==> src/rtl/vfd_pkg.sv <==
// Shared constants for the VFD phase sequencer: step count, phase offsets, quarter-wave sine table, FSM states.
// Latency: none (constants and types only).
// Backpressure: none.
package vfd_pkg;

   localparam logic [5:0] STEPS    = 6'd48;   // electrical steps per revolution
   localparam logic [5:0] LAST_IDX = 6'd47;   // highest phase index
   localparam logic [5:0] HALF     = 6'd24;   // start of the negative half-wave
   localparam logic [5:0] QTR      = 6'd12;   // quarter-wave peak index
   localparam logic [5:0] PH_OFS   = 6'd16;   // 120 degrees in steps
   localparam logic [7:0] MID      = 8'd128;  // zero-volt duty word

   // round(127*sin(2*pi*k/48)) for k = 0..12; the rest of the wave is folded onto this
   localparam logic [6:0] SINE_QW [0:12] = '{
      7'd0,   7'd17,  7'd33,  7'd49,  7'd64,  7'd77,  7'd90,
      7'd101, 7'd110, 7'd117, 7'd123, 7'd126, 7'd127
   };

   typedef enum logic [1:0] {
      IDLE = 2'd0,
      RUN  = 2'd1,
      STOP = 2'd2
   } state_t;

endpackage

==> src/rtl/step_edge_sync.sv <==
// Synchronises the asynchronous step clock into clk_in and emits a one-cycle tick on its rising edge.
// Latency: tick is high SYNC_STAGES cycles after step_clk is first captured.
// Backpressure: none; a step_clk high time under two clk_in periods is not supported.
module step_edge_sync #(
   parameter int SYNC_STAGES = 2
) (
   input  logic clk_in,
   input  logic reset,
   input  logic i_step_clk,
   output logic o_tick
);

   logic [SYNC_STAGES-1:0] r_sync;
   logic                   r_prev;

   // Synchroniser chain plus one delayed copy of its output for edge detection
   always_ff @(posedge clk_in or posedge reset) begin
      if (reset) begin
         r_sync <= '0;
         r_prev <= 1'b0;
      end else begin
         r_sync <= {r_sync[SYNC_STAGES-2:0], i_step_clk};
         r_prev <= r_sync[SYNC_STAGES-1];
      end
   end

   assign o_tick = r_sync[SYNC_STAGES-1] & ~r_prev;

endmodule

==> src/rtl/vf_phase_sequencer.sv <==
// Advances a 48-step phase index on each step-clock tick and produces U/V/W sine duty words scaled by amp.
// Latency: tick at T -> phase_idx at T+1 -> duty words and duty_valid at T+2.
// Backpressure: none; ticks are consumed as they arrive. Optional build macro: VFSEQ_SOFTSTART_EN.
module vf_phase_sequencer
   import vfd_pkg::*;
#(
   parameter int SYNC_STAGES = 2,
   parameter int DUTY_W      = 8
) (
   input  logic              clk_in,
   input  logic              reset,
   input  logic              i_step_clk,
   input  logic              i_enable,
   input  logic              i_dir,
   input  logic [7:0]        i_amp,
   output logic [5:0]        o_phase_idx,
   output logic [DUTY_W-1:0] o_duty_u,
   output logic [DUTY_W-1:0] o_duty_v,
   output logic [DUTY_W-1:0] o_duty_w,
   output logic              o_duty_valid,
   output logic              o_cycle_wrap,
   output logic              o_running
);

   localparam logic [DUTY_W-1:0] DUTY_MID = {1'b1, {(DUTY_W-1){1'b0}}};

   logic              w_tick;
   state_t            r_state;
   logic [5:0]        r_idx;
   logic [7:0]        r_amp_eff;
   logic              r_upd;
   logic              r_wrap;
   logic              r_running;
   logic [5:0]        w_idx_next;
   logic              w_wrap_next;
   logic [7:0]        w_amp_run;
   logic [5:0]        w_k_v;
   logic [5:0]        w_k_w;
   logic [DUTY_W-1:0] r_duty_u;
   logic [DUTY_W-1:0] r_duty_v;
   logic [DUTY_W-1:0] r_duty_w;
   logic              r_duty_valid;

   step_edge_sync #(
      .SYNC_STAGES (SYNC_STAGES)
   ) u_sync (
      .clk_in     (clk_in),
      .reset      (reset),
      .i_step_clk (i_step_clk),
      .o_tick     (w_tick)
   );

   // Signed sine sample at step k, scaled by amplitude and offset around the zero-volt midpoint
   function automatic logic [DUTY_W-1:0] duty_of(input logic [5:0] k, input logic [7:0] a);
      logic        neg;
      logic [5:0]  r;
      logic [15:0] prod;
      logic [7:0]  mag;
      neg  = (k >= HALF);
      r    = neg ? (k - HALF) : k;
      if (r > QTR) r = HALF - r;
      prod = 16'(a) * 16'(SINE_QW[4'(r)]);
      mag  = 8'(prod >> 8);
      return neg ? (DUTY_MID - DUTY_W'(mag)) : (DUTY_MID + DUTY_W'(mag));
   endfunction

   // Next phase index in the sampled direction, flagging the 47<->0 wrap
   always_comb begin
      w_idx_next  = r_idx;
      w_wrap_next = 1'b0;
      if (i_dir) begin
         if (r_idx == 6'd0) begin
            w_idx_next  = LAST_IDX;
            w_wrap_next = 1'b1;
         end else begin
            w_idx_next = r_idx - 6'd1;
         end
      end else begin
         if (r_idx == LAST_IDX) begin
            w_idx_next  = 6'd0;
            w_wrap_next = 1'b1;
         end else begin
            w_idx_next = r_idx + 6'd1;
         end
      end
   end

   // Amplitude applied on a RUN tick: slewed one LSB at a time, or taken directly
   always_comb begin
      w_amp_run = i_amp;
`ifdef VFSEQ_SOFTSTART_EN
      if (r_amp_eff < i_amp)
         w_amp_run = r_amp_eff + 8'd1;
      else if (r_amp_eff > i_amp)
         w_amp_run = r_amp_eff - 8'd1;
      else
         w_amp_run = r_amp_eff;
`endif
   end

   // Run/stop sequencing of phase index and effective amplitude
   always_ff @(posedge clk_in or posedge reset) begin
      if (reset) begin
         r_state   <= IDLE;
         r_idx     <= 6'd0;
         r_amp_eff <= 8'd0;
         r_upd     <= 1'b0;
         r_wrap    <= 1'b0;
         r_running <= 1'b0;
      end else begin
         r_upd  <= 1'b0;
         r_wrap <= 1'b0;
         case (r_state)
            IDLE: begin
               r_idx     <= 6'd0;
               r_amp_eff <= 8'd0;
               if (i_enable) begin
                  r_state   <= RUN;
                  r_running <= 1'b1;
               end
            end
            RUN: begin
               // A tick coinciding with enable falling is dropped
               if (!i_enable) begin
                  r_state <= STOP;
               end else if (w_tick) begin
                  r_idx     <= w_idx_next;
                  r_wrap    <= w_wrap_next;
                  r_amp_eff <= w_amp_run;
                  r_upd     <= 1'b1;
               end
            end
            STOP: begin
               if (i_enable) begin
                  r_state <= RUN;
`ifdef VFSEQ_SOFTSTART_EN
               end else if (r_amp_eff == 8'd0) begin
                  r_state   <= IDLE;
                  r_running <= 1'b0;
                  r_idx     <= 6'd0;
                  r_upd     <= 1'b1;
               end else if (w_tick) begin
                  r_idx     <= w_idx_next;
                  r_wrap    <= w_wrap_next;
                  r_amp_eff <= r_amp_eff - 8'd1;
                  r_upd     <= 1'b1;
               end
`else
               end else begin
                  r_state   <= IDLE;
                  r_running <= 1'b0;
                  r_idx     <= 6'd0;
                  r_amp_eff <= 8'd0;
                  r_upd     <= 1'b1;
               end
`endif
            end
            default: begin
               r_state   <= IDLE;
               r_running <= 1'b0;
            end
         endcase
      end
   end

   // V lags U by 16 steps, W leads U by 16 steps (mod 48)
   assign w_k_v = (r_idx >= PH_OFS) ? (r_idx - PH_OFS) : (r_idx + (STEPS - PH_OFS));
   assign w_k_w = (r_idx < (STEPS - PH_OFS)) ? (r_idx + PH_OFS) : (r_idx - (STEPS - PH_OFS));

   // Duty words follow the index/amplitude stage by one cycle
   always_ff @(posedge clk_in or posedge reset) begin
      if (reset) begin
         r_duty_u     <= DUTY_MID;
         r_duty_v     <= DUTY_MID;
         r_duty_w     <= DUTY_MID;
         r_duty_valid <= 1'b0;
      end else begin
         r_duty_valid <= r_upd;
         if (r_upd) begin
            r_duty_u <= duty_of(r_idx, r_amp_eff);
            r_duty_v <= duty_of(w_k_v, r_amp_eff);
            r_duty_w <= duty_of(w_k_w, r_amp_eff);
         end
      end
   end

   assign o_phase_idx  = r_idx;
   assign o_duty_u     = r_duty_u;
   assign o_duty_v     = r_duty_v;
   assign o_duty_w     = r_duty_w;
   assign o_duty_valid = r_duty_valid;
   assign o_cycle_wrap = r_wrap;
   assign o_running    = r_running;

endmodule

==> config.mk <==
export PLATFORM = sky130hd
export DESIGN_NAME = vf_phase_sequencer
export DESIGN_NICKNAME = d
export VERILOG_FILES = /design/src/rtl/vfd_pkg.sv /design/src/rtl/step_edge_sync.sv /design/src/rtl/vf_phase_sequencer.sv
export SDC_FILE = /design/constraint.sdc
export NUM_CORES = 1
export LEC_CHECK = 0
export BUFFER_PORTS_ARGS = -buffer_cell sky130_fd_sc_hd__buf_2
export CAP_MARGIN = 20
export CORE_UTILIZATION = 29
export CTS_CLUSTER_SIZE = 20
export DETAILED_ROUTE_END_ITERATION = 8
export GPL_TIMING_DRIVEN = 0
export PLACE_DENSITY = 0.52
export SETUP_SLACK_MARGIN = 0.4
export SYNTH_ARGS = -nofsm -noshare
export SYNTH_HDL_FRONTEND = slang
export SYNTH_HIERARCHICAL = 1
export SYNTH_SLANG_ARGS = --single-unit
==> constraint.sdc <==
create_clock -name clk_in -period 8.99 [get_ports clk_in]
set_clock_uncertainty 0.2 [all_clocks]
set_input_delay 1.798 -clock clk_in [delete_from_list [all_inputs] [get_ports clk_in]]
set_output_delay 1.798 -clock clk_in [all_outputs]
set_load 0.005 [all_outputs]
## Word-level counts from Yosys, hierarchy flattened

Memories as Yosys holds them, arrays and structs flattened.
Cells that the tools add are included.

- Add/sub/neg operators: 18
- Multiply operators: 3
- Divide/modulo/power cells: 0
- Magnitude comparators: 11
- Eq/ne operators: 8
- Shifts and indexed selects: 0
- Muxes and demuxes: 48
- Bitwise operators: 6
- Reduce and logical (&&, ||, !) cells: 6

Operator list:

| operator | number |
|---|---|
| $mux W6 | 11 |
| $mux W8 | 6 |
| $mul A8 B7 Y15 | 3 |
| $mux W7 | 6 |
| $add A8 B7 Y8 const A | 3 |
| $ge A6 B5 Y1 const B | 4 |
| $mux W4 | 6 |
| $pmux W8 S3 | 1 |
| $sub A6 B5 Y6 const B | 4 |
| $sub A8 B7 Y8 const A | 3 |
| $gt A6 B4 Y1 const B | 3 |
| $pmux W6 S3 | 1 |
| $ge A5 B5 Y1 const B | 3 |
| $not A4 Y5 | 3 |
| $mux W1 | 12 |
| $sub A4 B4 Y4 const A | 3 |
| $ne A2 B2 Y1 const B | 4 |
| $add A6 B1 Y6 const B | 1 |
| $add A6 B5 Y6 const B | 1 |
| $add A6 B6 Y6 const B | 1 |
| $eq A6 B6 Y1 const B | 1 |
| $logic_not A6 Y1 | 1 |
| $lt A6 B6 Y1 const B | 1 |
| $pmux W2 S3 | 1 |
| 15 further kinds | 17 |

- Bits in registers: 47
- Bits in latches: 0
- RAM bits: 0
- Memory bits (read-only): 336
- Bits of input ports: 13
- Output and inout port bits: 33
- Word-level logic and storage cells: 115
- Memories kept: 3

Memories:

| memory | depth | bits a word | read ports | clocked after memory_dff | write ports | RTL line | source |
|---|---|---|---|---|---|---|---|
| (name not given) | 16 | 7 | 1 | 0 | 0 | vf_phase_sequencer.sv:62 | `prod = 16'(a) * 16'(SINE_QW[4'(r)]);` |
| (name not given) | 16 | 7 | 1 | 0 | 0 | vf_phase_sequencer.sv:62 |  |
| (name not given) | 16 | 7 | 1 | 0 | 0 | vf_phase_sequencer.sv:62 |  |

## Longest topological paths before layout

- Depth in word-level cells: 14
- Mapped depth: 36
- Gate-level depth less buffers: 34

## By module

The synthesis kept the hierarchy.

By module, submodules not included:

| module | instances | cells an instance | area an instance (sq um) | seq. area each (sq um) |
|---|---|---|---|---|
| vf_phase_sequencer | 1 | 1,027 | 8,779.7 | 1,104.8 |
| step_edge_sync | 1 | 5 | 92.6 | 75.1 |

## Least setup slack after synthesis

OpenSTA, ideal clock, no wires.

- Path type: reg-to-reg
- Start: register r_idx[4] (netlist: o_phase_idx[4])
- End: register r_duty_v[6] (netlist: o_duty_v[6])
- Library setup time: 0.137 ns
- Data arrival time: 7.439 ns
- Required time: 8.653 ns
- Slack: 1.214 ns
- Cell stages (with the launch flop): 31
- Buffers on the path: 3
- Clock period less this slack: 7.776 ns
- Path through: dfrtp_1 -> buf_2 -> inv_1 -> ha_1 -> ha_1 -> inv_1 -> ha_1 -> clkbuf_1 -> inv_1 -> nor4_2 -> nor3_1 -> nor2_1 -> clkbuf_1 -> a21oi_1 -> nor2_1 -> and2_1 -> fa_1 -> fa_1 -> fa_1 -> fa_1 -> ha_1 -> a21oi_1 -> nor2_1 -> or4b_2 -> a211o_1 -> o31ai_1 -> or4_1 -> nand3_1 -> o41ai_2 -> xnor2_1 -> a21oi_1

- Longest elaborated chain between the ends: 14
- Elaborated cells between the ends (all ways): 19
- Classes of those cells: add/sub (6); mul (1); order compare (3); mux (7); bitwise (1); memory (1)

Ends and longest elaborated chain:

| what | RTL line | source |
|---|---|---|
| from (decl) | vf_phase_sequencer.sv:29 | `logic [5:0] r_idx;` |
| from (signal assigned) | vf_phase_sequencer.sv:127 | `r_idx <= w_idx_next;` |
| $add A6 B6 Y6, or another cell as far along | vf_phase_sequencer.sv:167 | `assign w_k_v = (r_idx >= PH_OFS) ? (r_idx - PH_OFS) : (r_idx + (STEPS - PH_OFS));` |
| $mux W6 * | vf_phase_sequencer.sv:167 |  |
| $sub A6 B5 Y6 or $ge A6 B5 Y1 (tied branches) | vf_phase_sequencer.sv:60, vf_phase_sequencer.sv:59 |  |
| $mux W6 | vf_phase_sequencer.sv:60 | `r = neg ? (k - HALF) : k;` |
| $gt A6 B4 Y1 or $sub A4 B4 Y4 (tied branches) | vf_phase_sequencer.sv:61 | `if (r > QTR) r = HALF - r;` |
| $mux W4 | vf_phase_sequencer.sv:61 |  |
| $mux W4 | vf_phase_sequencer.sv:179 | `if (r_upd) begin` |
| $not A4 Y5 (not written as such) | vf_phase_sequencer.sv:62 |  |
| $mem_v2 Z16 W7 | - |  |
| $mux W7 (not written as such) (2 in a row) | vf_phase_sequencer.sv:62 |  |
| $mul A8 B7 Y15 | vf_phase_sequencer.sv:62 |  |
| $add A8 B7 Y8 or $sub A8 B7 Y8 (tied branches) | vf_phase_sequencer.sv:64 | `return neg ? (DUTY_MID - DUTY_W'(mag)) : (DUTY_MID + DUTY_W'(mag));` |
| $mux W8 * | vf_phase_sequencer.sv:64 |  |
| to (signal assigned) | vf_phase_sequencer.sv:181 | `r_duty_v <= duty_of(w_k_v, r_amp_eff);` |
| to (decl) | vf_phase_sequencer.sv:40 | `logic [DUTY_W-1:0] r_duty_v;` |

Mark *: on every way between the ends. The rest lies on a longest branch, timed or not. The select of a mux whose other input is x is not followed.
A chain may end at the register's enable or synchronous reset.

## Worst setup path after layout

- Start: register r_idx[3] (netlist: o_phase_idx[3])
- End: register r_duty_w[6] (netlist: o_duty_w[6])

- Longest elaborated chain between the ends: 14
- Elaborated cells between the ends (all ways): 19
- Classes of those cells: add/sub (6); mul (1); order compare (3); mux (7); bitwise (1); memory (1)

Ends and longest elaborated chain:

| what | RTL line | source |
|---|---|---|
| $sub A6 B6 Y6, or another cell as far along | vf_phase_sequencer.sv:168 | `assign w_k_w = (r_idx < (STEPS - PH_OFS)) ? (r_idx + PH_OFS) : (r_idx - (STEPS - PH_OFS));` |
| $mux W6 * | vf_phase_sequencer.sv:168 |  |
| $sub A6 B5 Y6 or $ge A6 B5 Y1 (tied branches) | vf_phase_sequencer.sv:60, vf_phase_sequencer.sv:59 |  |
| $mux W6 | vf_phase_sequencer.sv:60 |  |
| $gt A6 B4 Y1 or $sub A4 B4 Y4 (tied branches) | vf_phase_sequencer.sv:61 |  |
| $mux W4 | vf_phase_sequencer.sv:61 |  |
| $mux W4 | vf_phase_sequencer.sv:179 |  |
| $not A4 Y5 (not written as such) | vf_phase_sequencer.sv:62 |  |
| $mem_v2 Z16 W7 | - |  |
| $mux W7 (not written as such) (2 in a row) | vf_phase_sequencer.sv:62 |  |
| $mul A8 B7 Y15 | vf_phase_sequencer.sv:62 |  |
| $add A8 B7 Y8 or $sub A8 B7 Y8 (tied branches) | vf_phase_sequencer.sv:64 |  |
| $mux W8 * | vf_phase_sequencer.sv:64 |  |
| to (signal assigned) | vf_phase_sequencer.sv:182 | `r_duty_w <= duty_of(w_k_w, r_amp_eff);` |
| to (decl) | vf_phase_sequencer.sv:41 | `logic [DUTY_W-1:0] r_duty_w;` |

Marked as above.

==> metrics.yaml <==
setup_tns_ns: 0
clk_latency_ns: 0.31
synth_top_area_share_pct: 19.18
postLayoutCellArea_mm2: 0.01001
post-place-cells: 1467
p_leak_nw: 5.134
synth_area_mm2: 0.008872
num_io_pins: 46
drive_gt1_share_pct: 12.53
placementRows: 63
required_ns: 8.95
outcome: "finished clean"
post-route-period-util_pct: 90.58
drt_iter0_markers: 357
holdWs_ns: 0.1558
final_cells: 1483
clk_pin_slew_ns: 0.08
grtUsageTotal_pct: 16.98
worst_slew_pin_slew_ns: 0.9803
grt_max_degree: 35
path_max_fanout: 10
worst_slack_ns: 0.8473
crit_slowest_cell: "fa_1"
port_buffers: 44
placed_cell_area_mm2: 0.009600
place.gp.congestion: 0.8576
syn_avg_cell_area_um2: 8.597
coreArea_mm2: 0.02987
clockBufferDepth: 2
cts.hold.buffers_added: 0
maxClockFrequency_ghz: 0.1228
grt_first_pass_wirelength_um: 41610
synth_seq_area_share_pct: 13.30
crit_buf_inv: 6
vias: 7668
seqCellArea_mm2: 0.001182
syn_inst: 1032
nets: 1303
peakVddDrop_mv: 0.2397
cts_tree: "yes"
yosysWarnings: 6
grt_overflow: 0
hpwl_um: 20250
multi_input_area_mm2: 0.007293
setup_viol: 0
dpl_worst_slack_ns: -0.3477
wl_per_cell_um: 17.21
slew_violations: 0
dieArea_mm2: 0.03130
hold_viol_final: 0
grt_pass1_vias: 7639
synth_top_area_cell: "fa_1"
drtAntennaViolNets: 0
worstPathArrival_ns: 8.11
wl_um: 25530
cpPeakStageDelay_ns: 0.55
first_pass_iters: 5
critPathTopFamily: "adder cells"
synth_edf_count: 0
yosys-top-cells-area: "fa_1, ha_1, dfrtp_1, and2_1, inv_1"
die_h_um: 176.9
worstSetupEndpointType: "register"
die_w_um: 176.9
clock-sinks: 47
rsz0062_at_grt: "no"
antennaDiodeCount: 0
fin_crit_ns: 8.143
critPathKind: "reg2reg"
drc: 0
yosys_most_used_dff: "dfrtp_1"
initial_utilization_pct: 29.70
clockRootBuffer: "clkbuf_16"
synth_nets: 1243
via_per_inst: 5.171
max_slew_margin_pct: 33.95
antenna_found_initial: 0
startpoint_type: "register"
cts-buffers-inserted: 5
ys_ff_latch: 47
area_growth_pct: 12.80
hold_path_class: "reg2reg"
ys_types: 89
synth_async_sr_flop_share_pct: 100.0
powerDensity_mw_per_mm2: 351.9
drv_cap: 0
fillers: 3103
htreeDepth: 2
## what timing repair did
action	in CTS	in global routing
gates resized for setup	12	41
setup buffers	0	8
pin swaps	0	7
endpoints found under the setup margin	20	17
## cell usage after synthesis, types with 12 or more instances
library cell,number
ha_1,113
inv_1,95
fa_1,85
nand2_1,80
and2_1,79
nor2_1,57
a21oi_1,55
nor2b_1,53
dfrtp_1,44
o21ai_0,35
clkbuf_1,31
a21o_1,21
nand2b_1,21
nand3_1,21
xnor2_1,21
a31oi_1,14
and3_1,12
xor2_1,12
## final timing paths
kind,end,startpoint,slack (ns),cells after the start
hold reg to reg,u_sync/r_sync[1],u_sync/r_sync[0],0.16,0
min in group asynchronous,u_sync/r_sync[1],reset,1.17,2
setup / recovery,o_duty_w[6],o_phase_idx[3],0.85,28
hold / removal,u_sync/r_sync[1],u_sync/r_sync[0],0.16,0
setup reg to reg,o_duty_w[6],o_phase_idx[3],0.85,28
max in group asynchronous,o_duty_v[7],reset,6.81,3
## through the flow
step                total power, mW  utilization [%]
detailed placement            3.018            32.14
global placement              2.996            32.07
global route                  3.878            33.50
CTS                           3.303            32.80
floorplan                     2.217                -
finish                        3.522            33.50
## cell type report
| type | instances | share of cell area (%) |
|---|---|---|
| clock buffer | 5 | 1.250 |
| timing repair buffer | 53 | 3.000 |
| multi-input combinational | 843 | 72.87 |
| sequential | 47 | 11.81 |
| clock inverter | 3 | 0.4626 |
| tap | 390 | 4.876 |
| inverter | 97 | 3.650 |
| buffer | 45 | 2.075 |
## power by group
part / internal, mW / switching, mW / total [mW]
sequential: 0.287 / 0.0615 / 0.348
combinational: 1.03 / 1.91 / 2.94
clock: 0.133 / 0.101 / 0.234
total: 1.45 / 2.07 / 3.52
## flip-flops by register name (all words and copies together) (netlist names), 2 cells and up
name           flops
o_duty_u           8
o_duty_v           8
o_duty_w           8
o_phase_idx        6
r_amp_eff          8
r_state            2
u_sync/r_sync      2
## routing by layer
| metal | routed length, µm | vias up | global-route usage, % |
|---|---|---|---|
| met5 | 0 | - | 0 |
| met4 | 334 | 0 | 3.772 |
| met3 | 945 | 19 | 0.9021 |
| met2 | 12060 | 167 | 27.96 |
| met1 | 12190 | 3792 | 24.34 |
| li1 | - | 3690 | - |
## worst reg2reg max path: cells and delay by family, from the launching register on
kind                       cells  cell delay [ns]
AOI/OAI and AO/OA              9             2.03
xor gates and xnor gates       2             0.56
adders and majority gates      6             2.83
buffers and inverters          6             0.53
DFF                            1             0.47
and+or+nand+nor                5             1.38
## kinds of logic after synthesis
family | synth area share [%]
compound gates | 16.75
xor+xnor | 3.624
fa+ha+maj | 35.11
buf+inv | 6.261
flops | 13.30
mux | 1.847
simple gates | 23.10
## cell usage in the layout (no fill, tap or decap), types with 9 or more instances in the layout
master and instances:
ha_1 112, inv_1 92, fa_1 84, nand2_1 80
and2_1 79, nor2b_1 53, nor2_1 52, buf_2 51
a21oi_1 50, dfrtp_1 42, o21ai_0 30, clkbuf_1 27
nand3_1 21, nand2b_1 21, a21o_1 21, xnor2_1 20
a31oi_1 14, and3_1 12, xor2_1 12, buf_4 9
nor3_1 9, o21ai_1 9
(Power assumes the default switching activity.)
